$ cat src/rtl/phy_tx_scheduler.sv
// Word-rate PCIe PHY transmit scheduler: COM alignment run after enable, then
// round-robin sharing of the PHY input between two requesters with bounded bursts.
module phy_tx_scheduler #(
   parameter int                DATA_W      = 32,
   parameter int                ALIGN_WORDS = 4,
   parameter logic [DATA_W-1:0] COM_WORD    = 32'hBCBC_BCBC,
   parameter int                MAX_BURST   = 8
) (
   input  logic              clk_2f,
   input  logic              reset,
   input  logic              enable,
   input  logic [DATA_W-1:0] req0_data,
   input  logic              req0_valid,
   output logic              req0_ready,
   input  logic [DATA_W-1:0] req1_data,
   input  logic              req1_valid,
   output logic              req1_ready,
   output logic [DATA_W-1:0] phy_data,
   output logic              phy_valid,
   output logic              aligned,
   output logic              grant
);

   localparam int ACW = (ALIGN_WORDS > 1) ? $clog2(ALIGN_WORDS) : 1;
   localparam int BCW = $clog2(MAX_BURST + 1);
   localparam logic [ACW-1:0] ALIGN_LAST = ACW'(ALIGN_WORDS - 1);
   localparam logic [BCW-1:0] BURST_MAX  = BCW'(MAX_BURST);

   typedef enum logic [1:0] {IDLE, ALIGN, RUN} state_t;

   state_t            state_q, state_d;
   logic [ACW-1:0]    align_cnt_q, align_cnt_d;
   logic [BCW-1:0]    burst_cnt_q, burst_cnt_d;
   logic [DATA_W-1:0] phy_data_q, phy_data_d;
   logic              phy_valid_q, phy_valid_d;
   logic              aligned_q, aligned_d;
   logic              grant_q, grant_d;
   logic              sel;
   logic              xfer;

   // NOTE: every signal assigned in this block gets a default first, so no
   // path through the case statements can leave a value held (no latches).
   always_comb begin
      state_d     = state_q;
      align_cnt_d = align_cnt_q;
      burst_cnt_d = burst_cnt_q;
      phy_data_d  = phy_data_q;
      phy_valid_d = phy_valid_q;
      aligned_d   = aligned_q;
      grant_d     = grant_q;
      sel         = grant_q;
      xfer        = 1'b0;

      case (state_q)
         IDLE: begin
            phy_data_d  = COM_WORD;
            phy_valid_d = 1'b0;
            aligned_d   = 1'b0;
            if (enable) begin
               state_d     = ALIGN;
               align_cnt_d = '0;
            end
         end
         ALIGN: begin
            if (!enable) begin
               state_d     = IDLE;
               phy_data_d  = COM_WORD;
               phy_valid_d = 1'b0;
               aligned_d   = 1'b0;
            end else begin
               phy_data_d  = COM_WORD;
               phy_valid_d = 1'b1;
               if (align_cnt_q == ALIGN_LAST) begin
                  state_d     = RUN;
                  aligned_d   = 1'b1;
                  burst_cnt_d = '0;
               end else begin
                  align_cnt_d = align_cnt_q + 1'b1;
               end
            end
         end
         RUN: begin
            if (!enable) begin
               state_d     = IDLE;
               phy_data_d  = COM_WORD;
               phy_valid_d = 1'b0;
               aligned_d   = 1'b0;
            end else begin
               // The current owner keeps the slot until its burst is used up
               // while the other requester is waiting.
               if (req0_valid && req1_valid)
                  sel = (burst_cnt_q < BURST_MAX) ? grant_q : ~grant_q;
               else if (req0_valid)
                  sel = 1'b0;
               else if (req1_valid)
                  sel = 1'b1;
               xfer = (req0_valid || req1_valid) && !reset;

               if (xfer) begin
                  phy_data_d  = sel ? req1_data : req0_data;
                  phy_valid_d = 1'b1;
                  if (sel == grant_q) begin
                     if (burst_cnt_q != BURST_MAX)
                        burst_cnt_d = burst_cnt_q + 1'b1;
                  end else begin
                     grant_d     = sel;
                     burst_cnt_d = BCW'(1);
                  end
               end else begin
                  phy_data_d  = COM_WORD;
                  phy_valid_d = 1'b0;
                  burst_cnt_d = '0;
               end
            end
         end
         default: begin
            state_d     = IDLE;
            phy_data_d  = COM_WORD;
            phy_valid_d = 1'b0;
            aligned_d   = 1'b0;
         end
      endcase
   end

   // NOTE: state uses non-blocking assignments only; reset is synchronous and
   // wins over every other input.
   always_ff @(posedge clk_2f) begin
      if (reset) begin
         state_q     <= IDLE;
         align_cnt_q <= '0;
         burst_cnt_q <= '0;
         phy_data_q  <= COM_WORD;
         phy_valid_q <= 1'b0;
         aligned_q   <= 1'b0;
         grant_q     <= 1'b0;
      end else begin
         state_q     <= state_d;
         align_cnt_q <= align_cnt_d;
         burst_cnt_q <= burst_cnt_d;
         phy_data_q  <= phy_data_d;
         phy_valid_q <= phy_valid_d;
         aligned_q   <= aligned_d;
         grant_q     <= grant_d;
      end
   end

   assign req0_ready = xfer && !sel;
   assign req1_ready = xfer && sel;
   assign phy_data   = phy_data_q;
   assign phy_valid  = phy_valid_q;
   assign aligned    = aligned_q;
   assign grant      = grant_q;

endmodule

$ cat config.mk
export PLATFORM = sky130hd
export DESIGN_NAME = phy_tx_scheduler
export DESIGN_NICKNAME = d
export VERILOG_FILES = /design/src/rtl/phy_tx_scheduler.sv
export SDC_FILE = /design/constraint.sdc
export NUM_CORES = 1
export LEC_CHECK = 0
export CORE_ASPECT_RATIO = 1.1
export CORE_MARGIN = 2
export CORE_UTILIZATION = 40
export CTS_CLUSTER_SIZE = 14
export DETAILED_ROUTE_END_ITERATION = 6
export PLACE_DENSITY_LB_ADDON = 0.3
export SLEW_MARGIN = 20
export SYNTH_ARGS = -nofsm -noshare
export SYNTH_HDL_FRONTEND = slang
export SYNTH_SLANG_ARGS = --single-unit
$ cat constraint.sdc
create_clock -name clk_2f -period 2.77 [get_ports clk_2f]
set_clock_uncertainty 0.1 [all_clocks]
set_input_delay 0.6925 -clock clk_2f [delete_from_list [all_inputs] [get_ports clk_2f]]
set_output_delay 0.6925 -clock clk_2f [all_outputs]
set_load 0.01 [all_outputs]
After elaboration in Yosys (flattened, before gate mapping)
Index checks and enable logic that the tools add are counted.
{"block": "totals", "output_inout_bits": 37, "register_bits": 43, "inputBits": 69, "word_cells": 79}
{"block": "classes", "n_reduce_logical": 16, "eq_ne": 13, "addsub": 2, "bitwise_logic": 5, "magnitude_cmp": 1, "muxes": 35}
{"operator": "$mux W32", "n": 1}
{"operator": "$mux W4", "n": 6}
{"operator": "$mux W1", "n": 16}
{"operator": "$mux W2", "n": 7}
{"operator": "$ne A2 B2 Y1 const B", "n": 6}
{"operator": "$ne A4 B4 Y1 const B", "n": 2}
{"operator": "$pmux W4 S2", "n": 1}
{"operator": "$reduce_and A4 Y1", "n": 2}
{"operator": "$pmux W2 S3", "n": 1}
{"operator": "$not A1 Y1", "n": 5}
{"operator": "$reduce_and A5 Y1", "n": 1}
{"operator": "$add A4 B1 Y4 const B", "n": 1}
{"operator": "$eq A2 B2 Y1 const B", "n": 2}
{"operator": "$logic_and A1 B1 Y1", "n": 4}
{"operator": "$lt A4 B4 Y1 const B", "n": 1}
{"operator": "$pmux W1 S2", "n": 2}
{"operator": "$pmux W2 S2", "n": 1}
{"operator": "$reduce_bool A2 Y1", "n": 2}
{"operator": "$reduce_or A4 Y1", "n": 1}
{"operator": "$ne A3 B3 Y1 const B", "n": 1}
{"operator": "$reduce_and A3 Y1", "n": 1}
{"operator": "$add A2 B1 Y2 const B", "n": 1}
{"operator": "$eq A2 B1 Y1 const B", "n": 1}
{"operator": "$logic_not A1 Y1", "n": 2}
{"operator": "4 further kinds", "n": 4}

Logic depth before layout (Yosys ltp)
Gate-level depths: netlist of the first run.
{"block": "depth", "depth_word": 10, "depth_mapped": 8, "mapped_depth_nobuf": 7}

Worst setup path before layout of the first run
Ideal clock, no wire load.
{"block": "synth_timing", "path_kind": "input -> output", "startpoint": "in enable", "endpoint": "out req1_ready", "n_path_buf": 2, "t_required_ns": 1.977, "stages": 5, "arrival_ns": 1.567, "path_slack_ns": 0.411, "cell_sequence": "buf_2 nor2b_1 nand2_1 clkbuf_1 nor2_1"}
{"block": "synth_via", "elab_chain_len": 3, "elab_cells_between_ends": 5, "cone_classes": "4 x mux; 1 x reduce/logical"}
{"element": "from (decl)", "line": "11", "text": "input logic enable,"}
{"element": "$mux W1", "line": "83", "text": "if (!enable) begin"}
{"element": "$mux W1", "line": "54", "text": "case (state_q)"}
{"element": "$logic_and A1 B1 Y1 (*)", "line": "148", "text": "assign req1_ready = xfer && sel;"}
{"element": "to (decl)", "line": "17", "text": "output logic req1_ready,"}
Every way passes the cells marked *; elsewhere a longest branch is shown, timed or not.

Worst setup path after layout of the first run
{"block": "layout_timing", "startpoint": "in req1_valid", "endpoint": "out req0_ready"}
{"block": "layout_via", "elab_chain_len": 9, "elab_cells_between_ends": 14, "cone_classes": "9 x mux; 5 x reduce/logical"}
{"element": "from (decl)", "line": "16", "text": "input logic req1_valid,"}
{"element": "$mux W1", "line": "95", "text": "else if (req1_valid)"}
{"element": "$mux W1", "line": "93", "text": "else if (req0_valid)"}
{"element": "$mux W1", "line": "91", "text": "if (req0_valid && req1_valid)"}
{"element": "$mux W1", "line": "83"}
{"element": "$mux W1", "line": "54"}
{"element": "$mux W1", "line": "83"}
{"element": "$mux W1", "line": "54"}
{"element": "$logic_not A1 Y1", "line": "147", "text": "assign req0_ready = xfer && !sel;"}
{"element": "$logic_and A1 B1 Y1 (*)", "line": "147"}
{"element": "to (decl)", "line": "14", "text": "output logic req0_ready,"}
Every way passes the cells marked *; elsewhere a longest branch is shown, timed or not. The select of a mux whose other input is x is not followed.

==> out/metrics.cfg, run 1 <==
[yosys]
ys_warn_count=0
seq_area_frac_synth_pct=46.7
netlist_area_mm2=0.00184
syn_nets=307
avgSynthCellArea_um2=7.94
ys_types=33
yosys_register_bits=43
netlist_instances=232

[sta]
hold_violations=0
slew_violations=0
finalWorstSetupSlack_ns=0.195
worst_pin_slew_ns=0.397
max_freq_mhz=388
final.setup.tns_ns=0
setup_viol=0
period_share_pct=92.9
rsz0062_at_grt=false
relSlewSlack_pct=73.5
period_minus_slack_ns=2.57

[power]
leakage_nw=1.27
max-vdd-ir-drop_v=0.000238
powerDensity_mw_per_mm2=402
fin_total_pwr_w=0.00125

[place]
routabilityCongestion=0.707
pre_cts_slack_ns=-0.488
portBuffers=105
placed_area_mm2=0.00300
dp_hpwl_um=3680

[critical_path]
cp_max_fo=5
crit_start=req1_valid
critPathKind=input port to primary output
r2r_start=state_q[0]
worst_setup_path_start_kind=input port
critPathArrivalTime_ns=1.78
reg2reg_depth=8
crit_path_end_kind=primary output
required_ns=1.98

[die]
start_util_pct=42.1
core-area_mm2=0.00438
io_pins=106
die_width_um=68.7
dieArea_mm2=0.00517
num_rows=25
fp.dieH_um=75.2

[global_route]
antenna_found_initial=0
grt_start_max_net_pins=33
grt_pass1_vias=1803
track_usage_pct=20.2
grt_overflow=0
grt_pass1_wl_um=7810

[run]
maxCapViolations=0

[route]
wl_um=4990
wire_per_inst_um=12.5
drtPass1Iterations=4
via_per_inst=4.84
vias=1932
antenna_left=0
first_iter_violations=82
drc=0

[cells_and_area]
multi_input_area_um2=893
regArea_um2=861
nets=419
final_cell_mix=clkdlybuf4s50_1, nand2_1, dfxtp_1
final.fill_count=361
syn2layout_area_growth_pct=68.8
layout_commonest_cell=clkdlybuf4s50_1
antenna_cells=0
drive_gt1_share_pct=8.70
stdcell_area_mm2=0.00311

[clock_tree]
clock_tree.root_cell=clkbuf_8
clockBufferDepth=2
clk_pin_slew_ns=0.08
cts_sinks=43
numCtsBuffers=5
clock_latency_ns=0.30
cts_tree=built
htree_levels=2

[min_path]
hp-class=register to register
hold_start=burst_cnt_q[2]
hold_path_depth=2

[run_status]
status=completed

==> stage by stage <==
step / instances / hold slack, ns / utilization [%]
floorplan: 232 / 0.348 / -
global placement: 389 / 0.366 / 68.5
detailed placement: 389 / 0.373 / 68.5
CTS: 398 / 0.384 / 70.8
global route: 399 / 0.422 / 71.0
finish: 399 / 0.386 / 71.0
==> area by class of cell <==
cell class	instances	area share, %
multi-input cells	168	28.7
clock inverters	1	0.241
repair buffers	119	37.2
clock buffers	7	3.10
flip-flops and latches	43	27.7
inverters	7	0.845
well taps	54	2.17
==> critical path, stage by stage <==
cell and delay (ns):
dlygate4sd2_1 0.30, buf_4 0.16, o21a_1 0.21, and2_1 0.16, and2_1 0.13, buf_2 0.14
==> Yosys cell counts, drive strengths merged <==
| cell | count | share of area (%) |
|---|---|---|
| nand2 | 77 | 16 |
| dfxtp | 43 | 47 |
| nand3 | 22 | 6.0 |
| a21oi | 19 | 5.2 |
| buf | 10 | 3.0 |
| inv | 7 | 1.4 |
| nor2b | 7 | 2.4 |
| ha | 6 | 4.1 |
| nor2 | 6 | 1.2 |
| o21ai | 6 | 1.6 |
| clkbuf | 4 | 0.81 |
| a21o | 2 | 0.81 |
| a22oi | 2 | 0.81 |
| and2 | 2 | 0.68 |
| nand2b | 2 | 0.68 |
| o311ai | 2 | 0.95 |
| a211o | 1 | 0.48 |
| a221o | 1 | 0.54 |
| a22o | 1 | 0.48 |
| a32o | 1 | 0.54 |
| a32oi | 1 | 0.88 |
| and3 | 1 | 0.34 |
| mux2 | 1 | 0.61 |
| mux2i | 1 | 0.54 |
| nand4b | 1 | 0.48 |
| nor3b | 1 | 0.41 |
| nor4b | 1 | 0.81 |
| o211a | 1 | 0.54 |
| o21a | 1 | 0.41 |
| o221a | 1 | 0.61 |
| or2 | 1 | 0.34 |
==> cells by family after synthesis <==
family	Yosys count	share of synthesized area, %
AOI/OAI and AO/OA	39	13.8
buffers and inverters	21	5.23
adders and majority gates	6	4.07
DFF	43	46.7
and+or+nand+nor	121	29.0
muxes	2	1.15
==> path summary, 6_finish.rpt <==
path,end,slack (ns)
max,req0_ready,0.20
min,burst_cnt_q[2],0.39
max reg2reg,burst_cnt_q[3],0.60
min reg2reg,burst_cnt_q[2],0.39
==> sequential cells by signal (all words and copies together) (netlist names) <==
| signal | count |
|---|---|
| grant | 1 |
| align_cnt_q | 2 |
| phy_valid | 1 |
| aligned | 1 |
| state_q | 2 |
| phy_data | 32 |
| burst_cnt_q | 4 |
==> per-layer routing <==
layer | routed length, µm | global-route usage [%]
met5 | 0 | 0
met4 | 136 | 8.93
met1 | 1910 | 21.9
met2 | 2570 | 35.1
met3 | 362 | 7.03
==> where the power goes <==
| part | total, W | switching (W) | internal (W) |
|---|---|---|---|
| Combinational | 0.000184 | 0.0000671 | 0.000116 |
| Clock | 0.000444 | 0.000218 | 0.000227 |
| Sequential | 0.000623 | 0.00000234 | 0.000620 |
| Total | 0.00125 | 0.000287 | 0.000964 |
==> timing repair <==
action | in CTS | in global routing
gates cloned | 0 | 0
hold buffers | 0 | 0
setup buffers | 1 | 1
resized for setup | 11 | 1
pin swaps | 1 | 1
setup endpoints to repair | 2 | 2
(Power assumes the default switching activity.)
==> inputs of run 2 (changes only) <==
--- a/config.mk
+++ b/config.mk
@@ -7,7 +7,7 @@
 export LEC_CHECK = 0
 export CORE_ASPECT_RATIO = 1.1
 export CORE_MARGIN = 2
-export CORE_UTILIZATION = 40
+export CORE_UTILIZATION = 41
 export CTS_CLUSTER_SIZE = 14
 export DETAILED_ROUTE_END_ITERATION = 6
 export PLACE_DENSITY_LB_ADDON = 0.3
==> run 2 against run 1 <==
Compared with the run above:
- combinational power about the same
- global-route usage increased by 0.60 points
- sequential power about the same
- non-clock buffer count decreased by 1
- hold slack improved by 0.0051 ns
- die area decreased by 2.3%
- count of clock-buffer cells in the layout decreased by 1
- routed wire length decreased by 0.16%
- setup slack got worse by 0.077 ns
- sequential cell count unchanged
- critical endpoint unchanged
==> out/metrics.cfg, run 2 (synthesis gave the netlist of run 1 again) <==
[cells_and_area]
drive_gt1_share_pct=8.72  ; was 8.70%
final_cell_mix=clkdlybuf4s50_1, nand2_1, dfxtp_1  ; unchanged
stdcell_area_mm2=0.00312  ; was 0.00311 mm²
layout_commonest_cell=clkdlybuf4s50_1  ; unchanged
antenna_cells=0  ; unchanged
largest_reg_flops=32  ; unchanged
syn2layout_area_growth_pct=69.4  ; was 68.8%
nets=418  ; was 419

[critical_path]
crit_family=buffers and inverters  ; unchanged
worst-path-buf-inv=2  ; was 3
worst_setup_path_start_kind=input port  ; unchanged
cp_cell_sequence=clkdlybuf4s50_1 > nor2b_1 > and2_1 > and2_1 > buf_2  ; was dlygate4sd2_1 > buf_4 > o21a_1 > and2_1 > and2_1 > buf_2
r2r_slack_ns=0.68  ; was 0.60 ns
critPathArrivalTime_ns=1.86  ; was 1.78 ns
crit_top_cell=and2_1  ; unchanged
r2r_start=state_q[0]  ; unchanged
cp_max_fo=3  ; was 5
cpMaxStageDelayCell=clkdlybuf4s50_1  ; was dlygate4sd2_1
critPathMaxStageDelay_ns=0.52  ; was 0.30 ns
r2r_end=burst_cnt_q[3]  ; unchanged
reg2reg_depth=7  ; was 8
required_ns=1.98  ; about the same
critPathKind=input port to primary output  ; unchanged
crit_path_end_kind=primary output  ; unchanged

[min_path]
min_to=burst_cnt_q[2]  ; unchanged
hold_path_depth=2  ; unchanged
hp-class=register to register  ; unchanged
hold_start=burst_cnt_q[2]  ; unchanged

[run_status]
status=completed  ; unchanged

[route]
first_iter_violations=136  ; was 82
wl_um=4980  ; was 4990 µm
antenna_left=0  ; unchanged
via_per_inst=4.90  ; was 4.84
vias=1951  ; was 1,932
wire_per_inst_um=12.5  ; about the same
drtPass1Iterations=4  ; unchanged
drc=0  ; unchanged

[global_route]
grt_overflow=0  ; unchanged
grt_start_max_net_pins=33  ; unchanged
grt_pass1_wl_um=7890  ; was 7810 µm
antenna_found_initial=0  ; unchanged
grt_pass1_vias=1763  ; was 1,803
track_usage_pct=20.8  ; was 20.2%

[power]
internal-power_w=0.00103  ; was 0.000964 W
leakage_nw=1.26  ; was 1.27 nW
clockPowerShare_pct=38.3  ; was 35.5%
max-vdd-ir-drop_v=0.000239  ; was 0.000238 V
pwr-share-seq_pct=47.4  ; was 49.8%
powerDensity_mw_per_mm2=421  ; was 402 mW/mm²
power_frac_comb_pct=14.3  ; was 14.7%
sw_frac_of_total_pct=21.5  ; was 23.0%
fin_total_pwr_w=0.00131  ; was 0.00125 W
switchingPower_w=0.000283  ; was 0.000287 W

[sta]
finalWorstSetupSlack_ns=0.119  ; was 0.195 ns
relSlewSlack_pct=73.6  ; was 73.5%
hold_violations=0  ; unchanged
setup_viol=0  ; unchanged
rsz0062_at_grt=false  ; unchanged
period_minus_slack_ns=2.65  ; was 2.57 ns
slew_violations=0  ; unchanged
max_freq_mhz=377  ; was 388 MHz
period_share_pct=95.7  ; was 92.9%
worst_pin_slew_ns=0.390  ; was 0.397 ns

[die]
dieArea_mm2=0.00505  ; was 0.00517 mm²
die_width_um=67.9  ; was 68.7 µm
fp.dieH_um=74.3  ; was 75.2 µm
start_util_pct=42.7  ; was 42.1%
num_rows=25  ; unchanged
io_pins=106  ; unchanged
core-area_mm2=0.00432  ; was 0.00438 mm²

[clock_tree]
htree_levels=2  ; unchanged
cts_sinks=43  ; unchanged
cts_hold_buf=0  ; unchanged
numCtsBuffers=5  ; unchanged
clk_pin_slew_ns=0.08  ; about the same
clock_tree.root_cell=clkbuf_8  ; unchanged
cts_tree=built  ; unchanged
clock_latency_ns=0.29  ; was 0.30 ns
clockBufferDepth=2  ; unchanged

[place]
routabilityCongestion=0.814  ; was 0.707
portBuffers=105  ; unchanged
placed_area_mm2=0.00300  ; unchanged
dp_hpwl_um=3610  ; was 3680 µm
pre_cts_slack_ns=-0.484  ; was -0.488 ns

[run]
maxCapViolations=0  ; unchanged

run 2: power by group through the flow:
stage          registers, W  clock network, W   logic, W
2_1_floorplan      0.000637                 0  0.0000658
3_3_place_gp       0.000637                 0   0.000182
3_5_place_dp       0.000637                 0   0.000185
4_1_cts            0.000623          0.000519   0.000188
5_1_grt            0.000623          0.000549   0.000208
6_report           0.000623          0.000504   0.000187
run 2: worst max path at each step:
stage | startpoint | to | slack, ns | depth (start not counted)
final | enable | req0_ready | 0.12 | 5
after global routing | enable | req0_ready | 0.01 | 5
after detailed placement | req0_valid | req0_ready | -0.48 | 7
after CTS | req0_valid | req0_ready | 0.007 | 7
after global placement | req0_valid | req0_ready | -0.44 | 7
after floorplan | enable | req1_ready | 0.41 | 5
run 2: worst register-to-register path, delay by kind of cell, from the launching register on:
kind,cells,cell delay (ns)
simple gates,3,0.83
compound gates,2,0.37
flops,1,0.37
buf+inv,1,0.08
fa+ha+maj,1,0.30
run 2: cell type report:
class	instances	area, µm²
fill	341	1190
timing repair buffer	118	1150
multi-input combinational	168	897
sequential	43	861
clock buffer	6	82.6
tap	54	67.6
clock inverter	2	35.0
inverter	7	26.3
run 2: stage by stage:
stage / hold WS, ns / setup TNS, ns / std cells / utilization [%]
3_5_place_dp: 0.373 / -0.819 / 389 / 69.4
3_3_place_gp: 0.371 / -0.742 / 389 / 69.4
4_1_cts: 0.387 / 0 / 398 / 72.2
2_1_floorplan: 0.348 / 0 / 232 / -
5_1_grt: 0.405 / 0 / 398 / 72.3
6_report: 0.391 / 0 / 398 / 72.3
run 2: routing by layer:
layer,share of wire (%),global-route usage [%],routed length (µm)
met5,0,0,0
met4,2.5,8.67,125
met2,52,35.6,2570
met3,8.3,7.72,411
met1,38,23.0,1870
run 2: what timing repair did:
item | in CTS | in global routing
pin swaps | 2 | 2
buffers inserted | 1 | 0
endpoints found under the setup margin | 2 | 2
gates resized for setup | 10 | 2
==> inputs of run 3 (changes only) <==
--- a/config.mk
+++ b/config.mk
@@ -5,7 +5,7 @@
 export SDC_FILE = /design/constraint.sdc
 export NUM_CORES = 1
 export LEC_CHECK = 0
-export CORE_ASPECT_RATIO = 1.1
+export CORE_ASPECT_RATIO = 0.9
 export CORE_MARGIN = 2
 export CORE_UTILIZATION = 41
 export CTS_CLUSTER_SIZE = 14
==> run 3 against run 2 <==
Compared with the run above:
- register-to-register slack got worse by 0.09 ns
- sequential power barely moved
- core utilization fell by 0.38 points
- critical path type unchanged
==> out/metrics.cfg, run 3 (synthesis gave the netlist of run 1 again) <==
[route]
vias=1917  ; was 1,951
drtPass1Iterations=4  ; unchanged
drc=0  ; unchanged
top_layer=met4  ; unchanged
wl_met1_um=2210  ; was 1870 µm
wl_met2_um=2480  ; was 2570 µm
met3_wirelength_um=373  ; was 411 µm
wl_um=5120  ; was 4980 µm
wire_per_inst_um=12.5  ; about the same
antenna_left=0  ; unchanged
first_iter_violations=71  ; was 136
via_per_inst=4.69  ; was 4.90

[die]
fp.dieH_um=67.6  ; was 74.3 µm
start_util_pct=42.1  ; was 42.7%
core-area_mm2=0.00437  ; was 0.00432 mm²
dieArea_mm2=0.00505  ; about the same
die_width_um=74.7  ; was 67.9 µm
num_rows=23  ; was 25
io_pins=106  ; unchanged

[sta]
rsz0062_at_grt=false  ; unchanged
worst_pin_slew_ns=0.417  ; was 0.390 ns
holdWs_ns=0.392  ; was 0.391 ns
hold_violations=0  ; unchanged
setup_viol=0  ; unchanged
period_minus_slack_ns=2.58  ; was 2.65 ns
max_freq_mhz=387  ; was 377 MHz
final.setup.tns_ns=0  ; unchanged
slew_violations=0  ; unchanged
period_share_pct=93.2  ; was 95.7%
relSlewSlack_pct=71.8  ; was 73.6%

[clock_tree]
clockBufferDepth=2  ; unchanged
htree_levels=2  ; unchanged
clock_tree.root_cell=clkbuf_8  ; unchanged
cts_tree=built  ; unchanged
cts_sinks=43  ; unchanged
clk_pin_slew_ns=0.08  ; about the same
clock_latency_ns=0.29  ; about the same
numCtsBuffers=5  ; unchanged

[power]
pwr-share-seq_pct=47.9  ; was 47.4%
max-vdd-ir-drop_v=0.000270  ; was 0.000239 V
powerDensity_mw_per_mm2=413  ; was 421 mW/mm²
internal-power_w=0.00101  ; was 0.00103 W
clockPowerShare_pct=37.5  ; was 38.3%
leakage_nw=1.27  ; was 1.26 nW
power_frac_comb_pct=14.6  ; was 14.3%
sw_frac_of_total_pct=22.4  ; was 21.5%
switchingPower_w=0.000291  ; was 0.000283 W
fin_total_pwr_w=0.00130  ; was 0.00131 W

[run]
maxCapViolations=0  ; unchanged

[global_route]
track_usage_pct=19.7  ; was 20.8%
grt_pass1_wl_um=7720  ; was 7890 µm
grt_overflow=0  ; unchanged
grt_start_max_net_pins=33  ; unchanged
grt_pass1_vias=1734  ; was 1,763
antenna_found_initial=0  ; unchanged

[cells_and_area]
drive_gt1_share_pct=9.22  ; was 8.72%
final_cell_mix=clkdlybuf4s50_1, nand2_1, dfxtp_1  ; unchanged
final.fill_count=388  ; was 341
antenna_cells=0  ; unchanged
syn2layout_area_growth_pct=70.7  ; was 69.4%
largest_reg_flops=32  ; unchanged
layout_commonest_cell=clkdlybuf4s50_1  ; unchanged
nets=421  ; was 418

[critical_path]
worst_setup_path_start_kind=input port  ; unchanged
required_ns=1.98  ; about the same
critPathKind=input port to primary output  ; unchanged
crit_path_end_kind=primary output  ; unchanged
reg2reg_depth=8  ; was 7
cp_max_fo=5  ; was 3
critPathArrivalTime_ns=1.79  ; was 1.86 ns

[run_status]
status=completed  ; unchanged

[place]
portBuffers=105  ; unchanged
routabilityCongestion=0.822  ; was 0.814
dp_hpwl_um=3740  ; was 3610 µm

[min_path]
hold_path_depth=2  ; unchanged
hp-class=register to register  ; unchanged

run 3: final timing paths:
kind,startpoint,endpoint,slack [ns]
max,req1_valid,req0_ready,0.19
min,burst_cnt_q[2],burst_cnt_q[2],0.39
max reg2reg,state_q[0],burst_cnt_q[3],0.59
min reg2reg,burst_cnt_q[2],burst_cnt_q[2],0.39
run 3: layer usage:
metal  GRT usage (%)  up-vias
met4            5.36        0
met2            34.1       60
met5               0        -
met3            5.07        7
met1            24.4      855
li1                -      995
run 3: area by class of cell:
class	count	area (µm²)	share of cell area (%)
clock buffers	5	68.8	2.19
inverters	7	26.3	0.835
well taps	62	77.6	2.47
multi-input cells	168	893	28.4
clock inverters	3	43.8	1.39
flip-flops and latches	43	861	27.4
repair buffers	121	1180	37.4
run 3: stage by stage:
stage	std cells	instance area, µm²	setup WS [ns]	utilization, %
floorplan	232	1840	0.411	-
global placement	397	3010	-0.441	68.8
detailed placement	397	3010	-0.483	68.8
CTS	409	3150	0.181	71.9
global route	409	3150	0.0751	71.9
finish	409	3150	0.188	71.9
run 3: critical path, cell delays in order:
cell,delay (ns)
dlygate4sd2_1,0.29
buf_4,0.16
o21a_1,0.20
and2_1,0.15
and2_1,0.16
buf_2,0.14
run 3: repair_timing:
action / CTS / global route
endpoints found under the hold margin: 0 / 0
setup endpoints to repair: 2 / 0
hold buffers: 0 / 0
buffers inserted: 4 / 0
resized for setup: 11 / 0
run 3: power groups by stage:
stage | Sequential (W) | Clock, W | Combinational (W)
6_report | 0.000623 | 0.000488 | 0.000190
5_1_grt | 0.000623 | 0.000525 | 0.000209
4_1_cts | 0.000623 | 0.000502 | 0.000191
3_5_place_dp | 0.000637 | 0 | 0.000186
3_3_place_gp | 0.000637 | 0 | 0.000183
2_1_floorplan | 0.000637 | 0 | 0.0000658
